===== config.mk =====
export PLATFORM = sky130hd
export DESIGN_NAME = vga_capture_rx
export DESIGN_NICKNAME = d
export VERILOG_FILES = /design/src/rtl/vga_cap_pkg.sv /design/src/rtl/vga_cap_fifo.sv /design/src/rtl/vga_capture_rx.sv
export SDC_FILE = /design/constraint.sdc
export NUM_CORES = 1
export LEC_CHECK = 0
export ABC_CLOCK_PERIOD_IN_PS = 6500
export CAP_MARGIN = 25
export CORE_ASPECT_RATIO = 1.25
export CORE_MARGIN = 3
export CORE_UTILIZATION = 30
export CTS_CLUSTER_DIAMETER = 150
export DETAILED_ROUTE_END_ITERATION = 8
export DONT_BUFFER_PORTS = 1
export MAX_ROUTING_LAYER = met4
export SYNTH_ARGS = -nofsm -noshare
export SYNTH_HDL_FRONTEND = slang
export SYNTH_SLANG_ARGS = --single-unit

===== constraint.sdc =====
create_clock -name sys_clk -period 6.5 [get_ports sys_clk]
set_input_delay 0.65 -clock sys_clk [delete_from_list [all_inputs] [get_ports sys_clk]]
set_output_delay 0.65 -clock sys_clk [all_outputs]
set_load 0.005 [all_outputs]

===== src/rtl/vga_cap_pkg.sv =====
// Shared types and constants for the VGA capture receiver.
// Holds the capture FSM encoding, datapath widths and timing-lock thresholds.
package vga_cap_pkg;

  localparam int unsigned RGB_W       = 12;
  localparam int unsigned CNT_W       = 12;
  localparam int unsigned LOCK_LINES  = 4;
  localparam int unsigned LOCK_FRAMES = 2;
  localparam int unsigned MATCH_W     = 3;

  typedef enum logic [2:0] {
    ST_IDLE,
    ST_ARMED,
    ST_CAPTURE,
    ST_DRAIN,
    ST_DONE
  } cap_state_t;

endpackage


===== src/rtl/vga_cap_fifo.sv =====
// 4-deep valid/ready FIFO; a push while full is accepted only if the head pops in the same cycle.
// The head reads as zero while empty so the outputs stay clean after reset.
module vga_cap_fifo #(
  parameter int unsigned DATA_W = 31
) (
  input  logic              clk,
  input  logic              rst_n,
  input  logic              push,
  input  logic [DATA_W-1:0] push_data,
  output logic              full,
  output logic              valid,
  input  logic              ready,
  output logic [DATA_W-1:0] data
);

  localparam int unsigned DEPTH = 4;

  logic [DATA_W-1:0] mem [DEPTH];
  logic [1:0]        wr_ptr;
  logic [1:0]        rd_ptr;
  logic [2:0]        count;
  logic              pop;
  logic              wr_en;

  assign valid = (count != '0);
  assign full  = (count == 3'(DEPTH));
  assign pop   = valid & ready;
  assign wr_en = push & (~full | pop);
  assign data  = valid ? mem[rd_ptr] : '0;

  always_ff @(posedge clk or negedge rst_n) begin
    if (!rst_n) begin
      wr_ptr <= '0;
      rd_ptr <= '0;
      count  <= '0;
    end else begin
      if (wr_en) wr_ptr <= wr_ptr + 1'b1;
      if (pop)   rd_ptr <= rd_ptr + 1'b1;
      count <= count + {2'b00, wr_en} - {2'b00, pop};
    end
  end

  always_ff @(posedge clk) begin
    if (wr_en) mem[wr_ptr] <= push_data;
  end

endmodule


===== src/rtl/vga_capture_rx.sv =====
// VGA loopback receiver: measures line/sync/frame timing and captures one frame window on request
// as an {addr, rgb} stream through a small FIFO.
module vga_capture_rx
  import vga_cap_pkg::*;
#(
  parameter bit          SYNC_POL = 1'b0,
  parameter int unsigned HSTART   = 144,
  parameter int unsigned HACTIVE  = 640,
  parameter int unsigned VSTART   = 35,
  parameter int unsigned VACTIVE  = 480,
  parameter int unsigned ADDR_W   = 19
) (
  input  logic              sys_clk,
  input  logic              sys_reset,
  input  logic              pix_ce,
  input  logic              vga_h,
  input  logic              vga_v,
  input  logic [3:0]        vga_r,
  input  logic [3:0]        vga_g,
  input  logic [3:0]        vga_b,
  input  logic              arm,
  output logic              pix_valid,
  input  logic              pix_ready,
  output logic [ADDR_W-1:0] pix_addr,
  output logic [RGB_W-1:0]  pix_data,
  output logic              busy,
  output logic              done,
  output logic              overflow,
  output logic              short_frame,
  output logic              locked,
  output logic [CNT_W-1:0]  meas_htotal,
  output logic [CNT_W-1:0]  meas_hsync,
  output logic [CNT_W-1:0]  meas_vtotal
);

  localparam logic [CNT_W-1:0]   H_LO      = CNT_W'(HSTART);
  localparam logic [CNT_W-1:0]   H_HI      = CNT_W'(HSTART + HACTIVE - 1);
  localparam logic [CNT_W-1:0]   V_LO      = CNT_W'(VSTART);
  localparam logic [CNT_W-1:0]   V_HI      = CNT_W'(VSTART + VACTIVE - 1);
  localparam logic [ADDR_W-1:0]  LAST_ADDR = ADDR_W'(HACTIVE * VACTIVE - 1);
  localparam logic [MATCH_W-1:0] H_LOCK    = MATCH_W'(LOCK_LINES - 1);
  localparam logic [MATCH_W-1:0] V_LOCK    = MATCH_W'(LOCK_FRAMES - 1);

  cap_state_t          state;
  logic                s_ce, h_s, h_p, v_s, v_p;
  logic [RGB_W-1:0]    rgb_s;
  logic [CNT_W-1:0]    hcnt, vcnt, hs_w, h_idx, v_idx, htot_new, vtot_new;
  logic [MATCH_W-1:0]  h_match, v_match, h_match_nxt, v_match_nxt;
  logic                h_lead, h_trail, v_lead, in_win;
  logic [ADDR_W-1:0]   addr, push_addr;
  logic                push, last, pop, fifo_full;
  logic [ADDR_W+RGB_W-1:0] fifo_head;

  // Sync bits are stored as "active" so the edge logic is polarity-independent;
  // s_ce marks the cycle a fresh sample sits in the register.
  always_ff @(posedge sys_clk or negedge sys_reset) begin
    if (!sys_reset) begin
      s_ce  <= 1'b0;
      h_s   <= 1'b0;
      h_p   <= 1'b0;
      v_s   <= 1'b0;
      v_p   <= 1'b0;
      rgb_s <= '0;
    end else begin
      s_ce <= pix_ce;
      if (pix_ce) begin
        h_s   <= (vga_h == SYNC_POL);
        h_p   <= h_s;
        v_s   <= (vga_v == SYNC_POL);
        v_p   <= v_s;
        rgb_s <= {vga_r, vga_g, vga_b};
      end
    end
  end

  assign h_lead   = s_ce & h_s & ~h_p;
  assign h_trail  = s_ce & ~h_s & h_p;
  assign v_lead   = s_ce & v_s & ~v_p;
  assign h_idx    = h_lead ? '0 : ((&hcnt) ? hcnt : hcnt + 1'b1);
  assign v_idx    = v_lead ? '0 : (h_lead ? ((&vcnt) ? vcnt : vcnt + 1'b1) : vcnt);
  assign htot_new = hcnt + 1'b1;
  assign vtot_new = vcnt + 1'b1;
  assign in_win   = s_ce && (h_idx >= H_LO) && (h_idx <= H_HI) && (v_idx >= V_LO) && (v_idx <= V_HI);

  always_comb begin
    h_match_nxt = h_match;
    v_match_nxt = v_match;
    if (h_lead) h_match_nxt = (htot_new != meas_htotal) ? '0 : ((h_match == H_LOCK) ? h_match : h_match + 1'b1);
    if (v_lead) v_match_nxt = (vtot_new != meas_vtotal) ? '0 : ((v_match == V_LOCK) ? v_match : v_match + 1'b1);
  end

  always_ff @(posedge sys_clk or negedge sys_reset) begin
    if (!sys_reset) begin
      hcnt        <= '0;
      vcnt        <= '0;
      hs_w        <= '0;
      h_match     <= '0;
      v_match     <= '0;
      meas_htotal <= '0;
      meas_hsync  <= '0;
      meas_vtotal <= '0;
      locked      <= 1'b0;
    end else begin
      h_match <= h_match_nxt;
      v_match <= v_match_nxt;
      locked  <= (h_match_nxt >= H_LOCK) && (v_match_nxt >= V_LOCK);
      if (s_ce) begin
        hcnt <= h_idx;
        vcnt <= v_idx;
        if (h_s)     hs_w <= h_lead ? CNT_W'(1) : ((&hs_w) ? hs_w : hs_w + 1'b1);
        if (h_trail) meas_hsync  <= hs_w;
        if (h_lead)  meas_htotal <= htot_new;
        if (v_lead)  meas_vtotal <= vtot_new;
      end
    end
  end

  // The VSYNC edge that starts a capture may itself carry the first window pixel (address 0).
  assign push_addr = (state == ST_ARMED) ? '0 : addr;
  assign push      = in_win && (((state == ST_CAPTURE) && !v_lead) || ((state == ST_ARMED) && v_lead));
  assign last      = (push_addr == LAST_ADDR);
  assign pop       = pix_valid & pix_ready;
  assign busy      = (state == ST_ARMED) || (state == ST_CAPTURE) || (state == ST_DRAIN);

  always_ff @(posedge sys_clk or negedge sys_reset) begin
    if (!sys_reset) begin
      state       <= ST_IDLE;
      addr        <= '0;
      done        <= 1'b0;
      overflow    <= 1'b0;
      short_frame <= 1'b0;
    end else begin
      if (push) addr <= push_addr + 1'b1;
      unique case (state)
        ST_IDLE, ST_DONE: if (arm) begin
          overflow    <= 1'b0;
          short_frame <= 1'b0;
          done        <= 1'b0;
          state       <= ST_ARMED;
        end
        ST_ARMED: if (v_lead) begin
          if (!push) addr <= '0;
          state <= (push && last) ? ST_DRAIN : ST_CAPTURE;
        end
        ST_CAPTURE: begin
          if (v_lead) begin
            short_frame <= 1'b1;
            state       <= ST_DRAIN;
          end else if (push && last) begin
            state <= ST_DRAIN;
          end
        end
        ST_DRAIN: if (!pix_valid) begin
          done  <= 1'b1;
          state <= ST_DONE;
        end
        default: state <= ST_IDLE;
      endcase
      if (push && fifo_full && !pop) overflow <= 1'b1;
    end
  end

  vga_cap_fifo #(
    .DATA_W(ADDR_W + RGB_W)
  ) u_fifo (
    .clk      (sys_clk),
    .rst_n    (sys_reset),
    .push     (push),
    .push_data({push_addr, rgb_s}),
    .full     (fifo_full),
    .valid    (pix_valid),
    .ready    (pix_ready),
    .data     (fifo_head)
  );

  assign pix_addr = fifo_head[ADDR_W+RGB_W-1:RGB_W];
  assign pix_data = fifo_head[RGB_W-1:0];

endmodule


# After elaboration in Yosys (flattened, before gate mapping)
# Memories as Yosys holds them, arrays and structs flattened.
# Index checks and enable logic that the tools add are counted.
# Widths: inputs -> output; s select.
# totals
register_bits	128
mem_bits_rw	124
input_bits	19
output_inout_bits	73
wordCells	140
n_memories	1
# classes
n_addsub	10
magnitude_cmp	6
eq_ne	16
n_mux	35
bitwise_logic	15
reduce_logical	34
# memory_table
name	words	width	rd	rd_ports_with_merged_regs	write_ports	line	source
u_fifo.mem	4	31	1	0	1	vga_cap_fifo.sv:18	logic [DATA_W-1:0] mem [DEPTH];
# ops
op	count
$mux 19	5
$mux 12	7
$add 12x1->12 const B	3
$reduce_and 12->1	3
$mux 3	11
$mux 31	1
$le 12x10->1 const B	2
$ne 12x12->1	2
$add 19x1->19 const B	1
$eq 19x19->1 const B	1
$ge 12x6->1 const B	1
$ge 12x8->1 const B	1
$pmux 3 s4	1
$logic_and 1x1->1	11
$ne 2x2->1 const B	5
$eq 3x2->1 const B	3
$reduce_and 3->1	3
$and 1x1->1	8
$mux 1	8
$reduce_and 2->1	4
$reduce_bool 2->1	4
$add 3x1->3 const B	2
$eq 3x1->1 const B	2
$eq 3x3->1 const B	2
15 further kinds	25

# Depth between registers and ports, before layout
# Gate-level depths: netlist of run 1.
# logic_depth
word_depth	13
depth_mapped	18
depth_no_buf	14

# Modules after synthesis
# Synthesis of run 1 repeated with hierarchy kept, for this count alone.
# hier_totals
cells_unflattened	920
hier_area_um2	11725.0
# modules_own_cells
module	n_inst	cells_each	area_each_um2
vga_capture_rx	1	686	6577.6
vga_cap_fifo	1	234	5147.4

# Worst setup path after synthesis of run 1
# OpenSTA, ideal clock, no wires.
# synth_path
kind	register to register
from	reg vcnt[1]
to	mem u_fifo.mem[0][0] (enable)
t_arrival_ps	3491
required_ps	6109
path_slack_ps	2618
path_stages_with_launch	14
synth_period_minus_slack_ps	3882
path_cell_list	dfrtp_1 > ha_1 > clkbuf_1 > inv_1 > or4_4 > and4_4 > o21ai_2 > nand4_1 > nor3_4 > or2_1 > buf_2 > and3_4 > buf_6 > and2_1
# synth_between
elab_chain_cells	11
elab_cells_between_ends	13
cone_classes	add/sub: 1; order compare: 2; mux: 5; bitwise: 1; reduce/logical: 4
# synth_rtl
item	line	source
from (decl)	vga_capture_rx.sv:47	logic [CNT_W-1:0] hcnt, vcnt, hs_w, h_idx, v_idx, htot_new, vtot_new;
from (signal assigned)	vga_capture_rx.sv:109	vcnt <= v_idx;
$add 12x1->12 or $reduce_and 12->1 (tied branches)	vga_capture_rx.sv:80	assign v_idx = v_lead ? '0 : (h_lead ? ((&vcnt) ? vcnt : vcnt + 1'b1) : vcnt);
$mux 12	vga_capture_rx.sv:80	
$mux 12 (*) (2 in a row)	vga_capture_rx.sv:80	
$ge 12x6->1	vga_capture_rx.sv:83	assign in_win = s_ce && (h_idx >= H_LO) && (h_idx <= H_HI) && (v_idx >= V_LO) && (v_idx <= V_HI);
$logic_and 1x1->1	vga_capture_rx.sv:83	
$logic_and 1x1->1 (*)	vga_capture_rx.sv:83	
$logic_and 1x1->1 (*)	vga_capture_rx.sv:120	assign push = in_win && (((state == ST_CAPTURE) && !v_lead) || ((state == ST_ARMED) && v_lead));
$and 1x1->1 (*)	vga_cap_fifo.sv:28	assign wr_en = push & (~full | pop);
via u_fifo.wr_en	vga_cap_fifo.sv:23	logic wr_en;
$mux 1 (*)	vga_cap_fifo.sv:44	if (wr_en) mem[wr_ptr] <= push_data;
$mux 1 (implied by the code) (*)	vga_cap_fifo.sv:44	
to (decl)	vga_cap_fifo.sv:18	
# The timed path passes the listed nets; every way through them passes the cells marked *.

# Worst setup path after layout of run 1
# layout_path
from	reg s_ce
to	reg u_fifo.count[2]
# layout_between
elab_chain_cells	12
elab_cells_between_ends	23
cone_classes	add/sub: 2; order compare: 4; mux: 3; bitwise: 5; reduce/logical: 9
# layout_rtl
item	line	source
from (decl)	vga_capture_rx.sv:45	logic s_ce, h_s, h_p, v_s, v_p;
from (signal assigned)	vga_capture_rx.sv:65	s_ce <= pix_ce;
$and 1x1->1 (2 in a row)	vga_capture_rx.sv:76	assign h_lead = s_ce & h_s & ~h_p;
$mux 12	vga_capture_rx.sv:79	assign h_idx = h_lead ? '0 : ((&hcnt) ? hcnt : hcnt + 1'b1);
$ge 12x8->1	vga_capture_rx.sv:83	
$logic_and 1x1->1 (4 in a row)	vga_capture_rx.sv:83	
$logic_and 1x1->1 (*)	vga_capture_rx.sv:120	
$and 1x1->1 (*)	vga_cap_fifo.sv:28	
$add 3x1->3 (*)	vga_cap_fifo.sv:39	count <= count + {2'b00, wr_en} - {2'b00, pop};
$sub 3x1->3 (*)	vga_cap_fifo.sv:39	
to (signal assigned)	vga_cap_fifo.sv:39	
to (decl)	vga_cap_fifo.sv:21	logic [2:0] count;
# Mark *: on every way between the ends. The rest lies on a longest branch, timed or not.
# A chain may end at the register's enable or synchronous reset.

==> impl_summary.md, run 1 <==
Place
The placement-stage cell area is 12240 µm². Port buffering added 0 buffers. At the end of routability-driven placement, the weighted congestion stood at between 0.8 and 0.9. The half-perimeter wire length of the detailed placement result is between 15 and 20 mm.

Setup path
The instance count on the critical path is 14. The arrival time at the worst endpoint is 5040 ps. In this design, the critical path's most frequently occurring cell is sky130_fd_sc_hd__xnor2_1. STA classifies the critical path endpoint as a flop. The number of cells on the worst reg-to-reg path is 14. STA puts the critical path data required time at between 6000 and 7000 ps.

STA classifies the critical path startpoint as a flop. The cell family contributing the most delay on the critical path is simple AND/OR/NAND/NOR gates. On the worst path, the slowest cell contributes a delay of 890 ps. The slowest stage of the critical path belongs to the cell sky130_fd_sc_hd__dfrtp_1. The signal on the critical path passes through nand3b_1, buf_4, o21ai_0, o21ba_2, a21oi_1, nand4_1, nor3_4, or2_1, and3_4, ha_1, inv_1, fa_1, xnor2_1, xnor2_1. The first element of the critical path is s_ce$_DFF_PN0_. Following the worst setup path forward leads to its endpoint at u_fifo.count[2]$_DFF_PN0_. The critical path in this run is classified as reg2reg. The setup slack on the worst flop-to-flop path is 1910 ps. In this run the worst path has a maximum fanout of 29.

The end of the worst register-to-register path is u_fifo.count[2]$_DFF_PN0_. In this run the critical register-to-register path is launched from s_ce$_DFF_PN0_. The sum of buffers and inverters on the critical path is 2.

Pwr
The leakage dissipation is 5.096 nW. Power spread over the standard cell area amounts to 322.2 nW/µm². The maximum ir drop on the vdd rail is 0.1860 mV.

Timing
The tightest slew margin relative to the limit is 37.99%. Setup violations remaining at the end of the flow were counted as 0. The final count of pins violating max slew is 0.

Setup repair after global routing left no endpoint under its margin. The actual slew at the worst max-slew pin is 929.1 ps. The top achievable clock speed is 217.6 MHz. The final count of hold timing violations is 0. Setup total negative slack on the finished layout was measured at 0 ps. Dividing the final minimum period by the clock period gives 70.69%.

The post-route clock skew is ~14 ps. The time the worst path needs with I/O delays and setup is 4595 ps.

Routing
The routed design has 26.56 mm of wire. For this run, design rule violations remaining after detail routing come to 0. The average via count per standard cell is 5.049.

The average wire per cell in the routed design is 18.41 µm. The via count is 7285. The detailed router's first-iteration violation count is 374.

The count of nets left with antenna violations once routing finished came out at 0. The first detailed-routing pass took 4 iterations.

Yosys
Synthesis handed over a netlist of about 950 instances. The primary flip-flop cell chosen by synthesis mapping is sky130_fd_sc_hd__dfrtp_1. Counting flops with a built-in enable in the synthesized netlist gives 124. The adder and majority gate portion of the synthesized area is 1.549%. After synthesis, the largest family of logic cells by area is simple AND/OR/NAND/NOR gates. The synthesized-area fraction occupied by xor and xnor cells is under 10%. The average footprint of a synthesized cell is about 12 µm².

The sequential-to-total area share from yosys stat is 58.75%. Synthesis inferred 252 register bits. Summing the areas of all compound-gate instances in the mapped netlist gives 8.872% of the synthesized area. The total number of yosys warnings is 0. The portion of synthesized area spent on multiplexers is about 9%. The post-synthesis simple-gate area fraction is around 15%.

The count of cell types in the netlist is 80. The net count after synthesis is ~980. The proportion of synthesized flip-flops having asynchronous set or reset is about half. The summed instance area of the synthesized netlist is 11790 µm².

Die
The die span in x is 183.3 µm. In this run the vertical extent of the chip is 227.6 µm. Pin placement for this block handled 92 I/O pins.

The die covers 41730 µm². The placement row count is 80. For this configuration, the core starts out at a cell density of 30.67%. The core outline area is 38440 µm².

CTS
The number of hold buffers added after CTS was 1. The number of buffers on the longest clock path is 3. The later pin in the worst-skew pair is clocked with a latency of 530 ps. The number of sinks on the clock net is 252.

After clock tree synthesis, the clock-pin slew on the worst setup and hold paths is 60 ps. The number of gates resized after CTS was 0. The total setup buffers inserted after CTS is 0. The root buffer cell chosen for the clock tree is sky130_fd_sc_hd__clkbuf_16. The maximum level of the CTS H-tree is 1. The number of buffers created by CTS is 27. The clock tree from TritonCTS is built.

Layout
In the layout the commonest cells are 127 x sky130_fd_sc_hd__dfrtp_1, 124 x sky130_fd_sc_hd__edfxtp_1, 79 x sky130_fd_sc_hd__nand2_1. Registers take 6928 µm². Once layout is done, the placed cells without fillers occupy ~13000 µm². The total inserted antenna cells is 0. The number of filler instances in the final layout is 3818. At the end of the flow the core is filled with cells to 34.05%. In the final layout, the share of cells above drive strength 1 is between 10% and 20%. At the end of the flow, the number of nets in the layout was roughly 960. The most common cell after layout, fill and taps aside is sky130_fd_sc_hd__dfrtp_1. The synthesis-to-layout area growth is 11.02%. The multi-input combinational cell area is approximately 4500 µm².

GRT
After global routing the overflow that remains totals 0. The number of global-route vias before repair is between 7000 and 8000. The total routing resource utilization after global routing is 13.09%. The number of antenna violations at the first check in global routing is 0. The first global-routing pass estimated ~43 mm of wire. The maximum number of pins on one net before global-route repair is 129.

Hold path
The worst hold path belongs to the class in2async.

Job
Max-cap violations in this run came to 0.

Run status
The run finished with clean final reports.
[worst min-delay path by stage]
stage | endpoint | cells past startpoint
final | meas_htotal[7]$_DFFE_PN0P_ | 1
after global routing | meas_htotal[9]$_DFFE_PN0P_ | 1
after CTS | meas_htotal[5]$_DFFE_PN0P_ | 1
after detailed placement | meas_htotal[0]$_DFFE_PN0P_ | 0
after global placement | meas_htotal[0]$_DFFE_PN0P_ | 0
after floorplan | addr[0]$_DFF_PN0_ | 0
[per-layer routing]
layer | track usage [%] | share of wire, %
met5 | - | 0
met4 | 3.048 | 1.8
met3 | 2.292 | 4.6
met2 | 23.61 | 53
met1 | 15.29 | 41
[metrics by stage]
step	setup slack, ps	instances	power, mW	hold WS, ps
after floorplan	2618	946	2.592	354.4
after global placement	2100	1392	2.812	365.8
after detailed placement	1959	1392	2.821	365.1
after global routing	1438	1443	4.458	132.3
final	1905	1443	4.217	85.01
after CTS	1960	1443	4.295	135.2
[cells in the mapped netlist, types with 4 or more instances]
library cell                number  area [µm²]
sky130_fd_sc_hd__mux4_2         31       698.2
sky130_fd_sc_hd__nor2b_1         6       37.54
sky130_fd_sc_hd__a21oi_1        38       190.2
sky130_fd_sc_hd__and2_1         59       369.1
sky130_fd_sc_hd__clkbuf_1       33       123.9
sky130_fd_sc_hd__a31oi_1         8       50.05
sky130_fd_sc_hd__mux2i_1         6       60.06
sky130_fd_sc_hd__nor3_1         16       80.08
sky130_fd_sc_hd__or3_1           5       31.28
sky130_fd_sc_hd__nand3_1        30       150.1
sky130_fd_sc_hd__buf_2          12       60.06
sky130_fd_sc_hd__nand2b_1        4       25.02
sky130_fd_sc_hd__o21ai_0        57       285.3
sky130_fd_sc_hd__nor2_1         50       187.7
sky130_fd_sc_hd__dfrtp_1       128        3203
sky130_fd_sc_hd__inv_1          20       75.07
sky130_fd_sc_hd__o21a_1          5       37.54
sky130_fd_sc_hd__o211ai_1        7       52.55
sky130_fd_sc_hd__xnor2_1        36       315.3
sky130_fd_sc_hd__o2111ai_1       4       35.03
sky130_fd_sc_hd__nor4_1          9       56.30
sky130_fd_sc_hd__edfxtp_1      124        3724
sky130_fd_sc_hd__and3_1         10       62.56
sky130_fd_sc_hd__ha_1           13       162.7
sky130_fd_sc_hd__or4_1           7       52.55
sky130_fd_sc_hd__nand4_1        14       87.58
sky130_fd_sc_hd__buf_1           8       30.03
sky130_fd_sc_hd__xor2_1         20       175.2
sky130_fd_sc_hd__nand2_1        79       296.5
sky130_fd_sc_hd__nand3b_1        4       30.03
sky130_fd_sc_hd__mux2_2         26       292.8
[final cells by class]
class / instances / share of cell area, %
Clock buffer: 41 / 5.716
Clock inverter: 9 / 0.5736
Inverter: 21 / 0.6022
Multi-Input combinational cell: 616 / 34.63
Sequential cell: 252 / 52.93
Tap cell: 492 / 4.703
Timing Repair Buffer: 12 / 0.8412
[cells by family after synthesis]
| group | after synthesis |
|---|---|
| AND/OR/NAND/NOR | 316 |
| AO/OA/AOI/OAI | 165 |
| buffers and inverters | 78 |
| multiplexers | 64 |
| adder cells (fa/ha/maj) | 14 |
| XOR/XNOR | 57 |
| flip-flops | 252 |
[registers in the layout, indices dropped and copies added, names as in the netlist, 2 cells and up]
signal and flops:
u_fifo.rd_ptr 2, vcnt 12, v_match 3, hcnt 12
meas_hsync 12, rgb_s 12, addr 19, meas_vtotal 12
u_fifo.mem 124, u_fifo.count 3, hs_w 12, state 3
u_fifo.wr_ptr 2, h_match 3, meas_htotal 12
[power by group]
| part | total [mW] | switching (mW) | internal, mW |
|---|---|---|---|
| registers | 1.97 | 0.179 | 1.79 |
| clock network | 1.44 | 0.603 | 0.832 |
| logic | 0.816 | 0.459 | 0.357 |
| total | 4.22 | 1.24 | 2.98 |
Note: power is estimated with default switching activity, not from simulation.
==> inputs of run 2 (changes only) <==
Settings changed: ABC_CLOCK_PERIOD_IN_PS 6500 to 4600.
Clock period 6.5 ns to 4.6 ns, I/O delays scaled along.
==> run 2 against run 1 <==
Compared with the run above:
- core utilization grew 0.57 points
- non-clock buffer count grew 6
- hold slack lost 63 ps
- final cell count grew 0.35%
- via count grew 0.38%
- register-to-register slack lost 1300 ps
- maximum frequency grew 16%
- clock skew grew 6.3 ps
- sequential power grew 43%
- die area is the same
- critical path depth is the same
- critical path type unchanged
- setup slack lost 1300 ps
==> impl_summary.md, run 2 (synthesized netlist as in run 1, its figures left out) <==
Run status
Result of the run: finished clean (unchanged).

Routing
The average via count per standard cell was 5.050 (was 5.049). The detailed router's first-iteration violation count is 446 (was 374). The post-route antenna net violation count is 0 (unchanged). The via count was 7313 (was 7285). The average wire per cell in the routed design is 18.09 µm (was 18.41 µm). The total routed wirelength came to 26.19 mm (was 26.56 mm). The number of detailed-route iterations in the first pass is 5 (was 4).

The number of remaining DRC errors was 0 (unchanged).

Die
The top-level port count is 92 (unchanged). The core outline area is 38440 µm² (unchanged). The placement row count came to 80 (unchanged).

The die outline height is 227.6 µm (unchanged). The die span in x was 183.3 µm (unchanged). The total die area was 41730 µm² (unchanged). The starting utilization of the core area came to 30.67% (unchanged).

Setup path
The category of the worst setup path launch point was a flop (unchanged). The cell family contributing the most delay on the critical path is simple AND/OR/NAND/NOR gates (unchanged). Cell-by-cell listing of the critical path: ha_1, inv_1, nor4_1, nor2_1, o2111a_1, a21oi_1, o21a_1, or2_1, and3_4, ha_1, inv_1, fa_1, xnor2_1, xnor2_1 (was nand3b_1, buf_4, o21ai_0, o21ba_2, a21oi_1, nand4_1, nor3_4, or2_1, and3_4, ha_1, inv_1, fa_1, xnor2_1, xnor2_1). The critical-path cell with the highest stage delay is sky130_fd_sc_hd__nor4_1 (was sky130_fd_sc_hd__dfrtp_1). The sum of buffers and inverters on the critical path was 2 (unchanged). The kind of end point of the critical path is a flop (unchanged). The critical-path maximum fanout came to 10 (was 29). The critical path's largest stage delay is 490 ps (was 890 ps). The arrival time at the worst endpoint is 4410 ps (was 5040 ps). The critical path required time is 5060 ps (was 6950 ps). The kind of critical path was reg2reg (unchanged).

Timing
The period utilization is 85.80% (was 70.69%). The actual slew at the worst max-slew pin is 936.6 ps (was 929.1 ps). The final count of hold timing violations is 0 (unchanged). The top achievable clock speed is 253.4 MHz (was 217.6 MHz). The time the worst path needs with I/O delays and setup came to 3947 ps (was 4595 ps). The tightest slew margin relative to the limit is 37.19% (was 37.99%). The final count of pins violating max slew came to 0 (unchanged).

The total negative slack for setup checks is 0 ps (unchanged). The worst-case hold slack was 21.88 ps (was 85.01 ps). Setup repair after global routing missed its margin: no (unchanged). The setup-violating endpoint count in the final report is 0 (unchanged). The post-route clock skew is 20.61 ps (was 14.32 ps).

GRT
The total routing resource utilization after global routing was 12.94% (was 13.09%). The layer carrying the most global-route usage is met2 (unchanged). The number of global-route vias before repair is 7471 (was 7518). The number of antenna violations at the first check in global routing is 1 (was 0). The total overflow reported by the global router is 0 (unchanged). The maximum number of pins on one net before global-route repair is 129 (unchanged). The met3 track utilization from global routing was 2.563% (was 2.292%). The met2 usage in global routing is 22.70% (was 23.61%). The first-pass GRT wire length was 42.15 mm (was 42.79 mm). The met1 layer usage reported by global route is 15.34% (was 15.29%).

Job
The reported max-cap violation count came to 0 (unchanged).

Layout
The end-of-flow core utilization was 34.62% (was 34.05%). The synthesis-to-layout area growth is 12.86% (was 11.02%). The number of cells in the finished layout apart from fillers was 1448 (was 1443). The number of flip-flops under the largest register name came to 124 (unchanged).

The total inserted antenna cells is 0 (unchanged). The most common cell after layout, fill and taps aside is sky130_fd_sc_hd__dfrtp_1 (unchanged). Commonest cells after routing, fill and taps aside: 127 x sky130_fd_sc_hd__dfrtp_1, 124 x sky130_fd_sc_hd__edfxtp_1, 79 x sky130_fd_sc_hd__nand2_1 (unchanged). The largest register by flop count is u_fifo.mem (unchanged). The fraction of layout cells with a size suffix above 1 is 14.23% (was 13.14%). The total number of nets in the final design is 969 (was 963). Largest regs: u_fifo.mem x124, addr x19 (unchanged).

Pwr
The leakage dissipation is 5.199 nW (was 5.096 nW). The register share of total power is 44.8% (was 46.6%). The cell area power density is 474.0 nW/µm² (was 322.2 nW/µm²). The switching power total was 1.781 mW (was 1.241 mW). The proportion of power drawn by the clock network is 37.7% (was 34.0%). The internal power was 4.525 mW (was 2.976 mW). The combinational fraction of design power is 17.6% (was 19.3%). The switching share of power is 28.25% (was 29.43%). The maximum ir drop on the vdd rail is 0.2647 mV (was 0.1860 mV).

The total power was 6.307 mW (was 4.217 mW).

CTS
The maximum level of the CTS H-tree is 1 (unchanged). The clock-pin transition on the worst setup and hold timing paths is 70 ps (was 60 ps). The clock root buffer master is sky130_fd_sc_hd__clkbuf_16 (unchanged). The number of buffers on the longest clock path is 3 (unchanged). The number of buffers created by CTS is 27 (unchanged).

The latest clock arrival within the worst-skew pair came to 530 ps (about the same). The clock tree from TritonCTS is built (unchanged). The number of sinks on the clock net was 252 (unchanged).

Place
The cell total after placement is 1395 (was 1392). The final weighted congestion in routability-driven placement is 0.8254 (was 0.8743). The number of port buffers is 0 (unchanged).

The half-perimeter wire length of the detailed placement result was 17.60 mm (was 18.00 mm).

Hold path
The type of the worst min-delay path is in2reg (was in2async).
==> run 2: layer usage <==
metal,vias up,routed length [µm]
met5,-,0
met4,0,601
met3,40,1438
met2,173,13370
met1,3628,10780
li1,3472,-
==> run 2: power by group through the flow <==
stage | sequential (mW) | clock [mW] | combinational, mW
2_1_floorplan | 2.68 | 0 | 0.979
3_3_place_gp | 2.87 | 0 | 1.10
3_5_place_dp | 2.88 | 0 | 1.11
4_1_cts | 2.84 | 2.44 | 1.14
5_1_grt | 2.87 | 2.54 | 1.25
6_report | 2.82 | 2.38 | 1.11
==> run 2: per-stage QoR <==
stage               cell area [µm²]  setup slack [ps]
floorplan                     11790             718.1
detailed placement            12260             707.2
finish                        13310             653.1
global route                  13310             347.8
global placement              12260             777.7
CTS                           13310             689.5
==> run 2: worst paths after layout <==
check / from / to / slack [ps] / cells after the start
worst max-delay path: vcnt[0]$_DFFE_PN0P_ / u_fifo.count[2]$_DFF_PN0_ / 650 / 14
min in group asynchronous: sys_reset / meas_htotal[1]$_DFFE_PN0P_ / 520 / 2
worst min-delay path: vga_h / h_s$_DFFE_PN0P_ / 20 / 1
worst min register to register: u_fifo.rd_ptr[1]$_DFFE_PN0P_ / u_fifo.rd_ptr[1]$_DFFE_PN0P_ / 480 / 1
max in group asynchronous: sys_reset / rgb_s[11]$_DFFE_PN0P_ / 3480 / 2
worst max register to register: vcnt[0]$_DFFE_PN0P_ / u_fifo.count[2]$_DFF_PN0_ / 650 / 14
==> run 2: repair_timing <==
item,CTS,global route
hold buffers,4,0
buffers inserted,0,0
resized for setup,0,0
endpoints found under the hold margin,130,0
==> run 2: final cells by class <==
cell class              instances  area (µm²)
repair buffers                 18       162.7
multi-input cells             616        4533
clock inverters                15       235.2
flip-flops and latches        252        6928
clock buffers                  34       753.2
well taps                     492       615.6
fillers                      3774       25130
inverters                      21       78.83
==> inputs of run 3 (changes only) <==
Settings changed: ABC_AREA set to 1, CORE_UTILIZATION 30 to 45.
==> run 3 against run 2 <==
Compared with the run above:
- die area shrank 32%
- clock power shrank 5%
- synthesized cell count grew 38%
- critical endpoint is now u_fifo.mem[1][3]$_DFFE_PP_
- largest power group unchanged
- critical path type unchanged
- clock skew shrank 8.1 ps
==> impl_summary.md, run 3 <==
GRT
The total routing resource utilization after global routing came to 19.12% (was 12.94%). The total overflow reported by the global router is 0 (unchanged). The maximum number of pins on one net before global-route repair is 129 (unchanged). The first-pass GRT wire length is 42.21 mm (was 42.15 mm). The number of antenna violations at the first check in global routing is 0 (was 1). The number of global-route vias before repair is 8199 (was 7471).

Timing
The post-route clock skew is 12.54 ps (was 20.61 ps). The worst-case hold slack is 40.65 ps (was 21.88 ps). The actual slew at the worst max-slew pin is 673.5 ps (was 936.6 ps). The period utilization is 82.17% (was 85.80%).

The total negative slack for setup checks was 0 ps (unchanged). The time the worst path needs with I/O delays and setup is 3780 ps (was 3947 ps). Setup repair after global routing missed its margin: no (unchanged). The final count of hold timing violations is 0 (unchanged).

The setup-violating endpoint count in the final report was 0 (unchanged). The tightest slew margin relative to the limit is 54.75% (was 37.19%). The final count of pins violating max slew is 0 (unchanged).

The top achievable clock speed is 264.6 MHz (was 253.4 MHz).

Pwr
The leakage dissipation is 5.595 nW (was 5.199 nW). The internal power is 4.522 mW (was 4.525 mW). The maximum ir drop on the vdd rail is 0.2729 mV (was 0.2647 mV).

The cell area power density is 513.5 nW/µm² (was 474.0 nW/µm²). The switching share of power is 33.29% (was 28.25%). The switching power total is 2.257 mW (was 1.781 mW). The register share of total power came to 41.4% (was 44.8%). The combinational fraction of design power came to 25.1% (was 17.6%). The proportion of power drawn by the clock network is 33.4% (was 37.7%).

Die
The die span in x is 151.4 µm (was 183.3 µm). The core outline area came to 25620 µm² (was 38440 µm²). The starting utilization of the core area is 46.41% (was 30.67%). The total die area is 28420 µm² (was 41730 µm²). The die outline height is 187.7 µm (was 227.6 µm). The placement row count was 65 (was 80). The top-level port count is 92 (unchanged).

Routing
The post-route antenna net violation count is 0 (unchanged). The detailed router's first-iteration violation count is 582 (was 446). The number of remaining DRC errors is 0 (unchanged). The total routed wirelength is 26.42 mm (was 26.19 mm). The number of detailed-route iterations in the first pass is 6 (was 5). The average wire per cell in the routed design is 15.91 µm (was 18.09 µm). The average via count per standard cell is 5.126 (was 5.050). The via count is 8515 (was 7313).

CTS
The clock tree from TritonCTS is built (unchanged). The post-cts resize count is 0 (unchanged). The number of buffers created by CTS is 26 (was 27).

The clock root buffer master is sky130_fd_sc_hd__clkbuf_16 (unchanged). The count of hold-fix buffers inserted at cts is 3 (was 4). The maximum level of the CTS H-tree came to 1 (unchanged). The clock-pin transition on the worst setup and hold timing paths is 60 ps (was 70 ps). The number of sinks on the clock net is 252 (unchanged). The latest clock arrival within the worst-skew pair was 530 ps (about the same). The number of buffers on the longest clock path came to 3 (unchanged).

The total setup buffers inserted after CTS is 0 (unchanged).

Yosys
The total number of yosys warnings is 0 (unchanged). The average footprint of a synthesized cell was 9.103 µm² (was 12.46 µm²). Commonest cells post-synth: 272 x sky130_fd_sc_hd__nand2_1, 210 x sky130_fd_sc_hd__nor2_1, 128 x sky130_fd_sc_hd__dfrtp_1, 128 x sky130_fd_sc_hd__o21ai_0, 124 x sky130_fd_sc_hd__edfxtp_1 (was 128 x sky130_fd_sc_hd__dfrtp_1, 124 x sky130_fd_sc_hd__edfxtp_1, 79 x sky130_fd_sc_hd__nand2_1).

The sequential-to-total area share from yosys stat is 58.26% (was 58.75%). The area share of the leading cell type in the synthesized netlist is 31.32% (was 31.58%). The register bit count reported by yosys is 252 (unchanged). The most used standard cell by instance count after synthesis is sky130_fd_sc_hd__nand2_1 (was sky130_fd_sc_hd__dfrtp_1). The number of standard cells after synthesis is 1306 (was 946). The net count after synthesis is 1339 (was 979). Synth area leaders: sky130_fd_sc_hd__edfxtp_1 31%, sky130_fd_sc_hd__dfrtp_1 27%, sky130_fd_sc_hd__nand2_1 8.6%, sky130_fd_sc_hd__nor2_1 6.6%, sky130_fd_sc_hd__o21ai_0 5.4% (was sky130_fd_sc_hd__edfxtp_1 32%, sky130_fd_sc_hd__dfrtp_1 27%, sky130_fd_sc_hd__mux4_2 5.9%, sky130_fd_sc_hd__and2_1 3.1%, sky130_fd_sc_hd__xnor2_1 2.7%). The number of synthesized flops with an enable pin came to 124 (unchanged).

The summed instance area of the synthesized netlist was 11890 µm² (was 11790 µm²). The count of cell types in the netlist is 47 (was 80). The post-synthesis cell type with the largest combined area is sky130_fd_sc_hd__edfxtp_1 (unchanged). The primary flip-flop cell chosen by synthesis mapping was sky130_fd_sc_hd__dfrtp_1 (unchanged).

The proportion of synthesized flip-flops having asynchronous set or reset is 50.79% (unchanged).

Run status
Result of the run: finished clean (unchanged).

Setup path
The critical path's largest stage delay was 660 ps (was 490 ps). The critical-path cell with the highest stage delay is sky130_fd_sc_hd__dfrtp_1 (was sky130_fd_sc_hd__nor4_1). The category of the worst setup path launch point is a flop (unchanged).

The kind of end point of the critical path is a flop (unchanged). Cell-by-cell listing of the critical path: nand2_1, nor2_4, nand2_2, inv_2, nand2_1, nand2_1, nand2_1, nor2_1, nand2_1, nand2_1, nand3_4, nor2_4, inv_2, nor2_2, buf_4 (was ha_1, inv_1, nor4_1, nor2_1, o2111a_1, a21oi_1, o21a_1, or2_1, and3_4, ha_1, inv_1, fa_1, xnor2_1, xnor2_1). The critical path required time is 4760 ps (was 5060 ps). The sum of buffers and inverters on the critical path is 3 (was 2). The kind of critical path is reg2reg (unchanged).

The arrival time at the worst endpoint is 3940 ps (was 4410 ps). By instance count, the cell type seen most on the critical path is sky130_fd_sc_hd__nand2_1. The cell family contributing the most delay on the critical path is simple AND/OR/NAND/NOR gates (unchanged).

The critical-path maximum fanout is 34 (was 10).

Place
The final weighted congestion in routability-driven placement is 0.9057 (was 0.8254). The half-perimeter wire length of the detailed placement result is 17.55 mm (was 17.60 mm). The number of port buffers was 0 (unchanged).

Job
The reported max-cap violation count was 0 (unchanged).

Layout
Commonest cells after routing, fill and taps aside: 272 x sky130_fd_sc_hd__nand2_1, 209 x sky130_fd_sc_hd__nor2_1, 128 x sky130_fd_sc_hd__o21ai_0 (was 127 x sky130_fd_sc_hd__dfrtp_1, 124 x sky130_fd_sc_hd__edfxtp_1, 79 x sky130_fd_sc_hd__nand2_1). The fraction of layout cells with a size suffix above 1 is 8.296% (was 14.23%). The largest register by flop count is u_fifo.mem (unchanged).

The total number of nets in the final design came to 1339 (was 969). The synthesis-to-layout area growth is 11.04% (was 12.86%). Largest regs: u_fifo.mem x124, addr x19 (unchanged). The total inserted antenna cells was 0 (unchanged).

The end-of-flow core utilization is 51.53% (was 34.62%). The number of flip-flops under the largest register name is 124 (unchanged). The most common cell after layout, fill and taps aside was sky130_fd_sc_hd__nand2_1 (was sky130_fd_sc_hd__dfrtp_1).

Hold path
The type of the worst min-delay path is in2reg (unchanged).
run 3: cell types whose count changed after synthesis, moves of 13 or more:
cell                      before  now
sky130_fd_sc_hd__nand3_1      30   54
sky130_fd_sc_hd__mux4_2       31    0
sky130_fd_sc_hd__and2_1       59    0
sky130_fd_sc_hd__inv_1        20  120
sky130_fd_sc_hd__o21ai_0      57  128
sky130_fd_sc_hd__o21ai_1       2   15
sky130_fd_sc_hd__nand2_1      79  272
sky130_fd_sc_hd__mux2_2       26    2
sky130_fd_sc_hd__a21oi_1      38   58
sky130_fd_sc_hd__nor2_1       50  210
sky130_fd_sc_hd__xnor2_1      36   11
run 3: area by class of cell:
type	instances	area, µm²
inverters	132	498.0
clock inverters	17	244.0
clock buffers	31	690.7
multi-input cells	880	4292
well taps	335	419.2
fillers	2348	12420
repair buffers	14	130.1
flip-flops and latches	252	6928
run 3: kinds of logic (layout without fill, tap and decap cells):
kind of cell               Yosys count  in the layout  synth area share [%]
xor gates and xnor gates            38             38                 2.926
muxes                                2              2                0.1894
and+or+nand+nor                    609            609                 21.94
DFF                                252            252                 58.26
buffers and inverters              174            194                 5.704
adders and majority gates           14             14                 1.537
AOI/OAI and AO/OA                  217            217                 9.440
run 3: layer usage:
metal / part of all wire (%) / up-vias / global-route usage, %
li1: - / 4290 / -
met1: 41 / 4033 / 23.29
met2: 52 / 158 / 33.08
met3: 5.2 / 34 / 3.432
met4: 1.8 / 0 / 4.222
met5: 0 / - / -
run 3: worst paths after layout:
kind | slack [ps] | cells past startpoint | start | end
min in group asynchronous | 580 | 2 | sys_reset | meas_htotal[2]$_DFFE_PN0P_
setup / recovery | 820 | 15 | s_ce$_DFF_PN0_ | u_fifo.mem[1][3]$_DFFE_PP_
hold reg to reg | 460 | 1 | hs_w[11]$_DFFE_PN0P_ | hs_w[11]$_DFFE_PN0P_
hold / removal | 40 | 1 | arm | short_frame$_DFFE_PN0P_
setup reg to reg | 820 | 15 | s_ce$_DFF_PN0_ | u_fifo.mem[1][3]$_DFFE_PP_
max in group asynchronous | 3490 | 2 | sys_reset | u_fifo.rd_ptr[0]$_DFFE_PN0P_
run 3: power by group through the flow:
stage                     combinational, mW  clock, mW  sequential, mW
after floorplan                        1.33          0            2.75
after global placement                 1.68          0            2.85
after detailed placement               1.70          0            2.86
after CTS                              1.74       2.32            2.81
after global routing                   1.97       2.42            2.84
final                                  1.70       2.27            2.81
run 3: stage by stage:
| stage | instances | setup WS [ps] | cell area (µm²) | power, mW |
|---|---|---|---|---|
| 3_5_place_dp | 1610 | 808.3 | 12220 | 4.559 |
| 5_1_grt | 1661 | 443.3 | 13200 | 7.236 |
| 4_1_cts | 1661 | 784.9 | 13200 | 6.879 |
| 2_1_floorplan | 1306 | 925.3 | 11890 | 4.076 |
| 6_report | 1661 | 820.3 | 13200 | 6.779 |
| 3_3_place_gp | 1610 | 893.4 | 12220 | 4.531 |
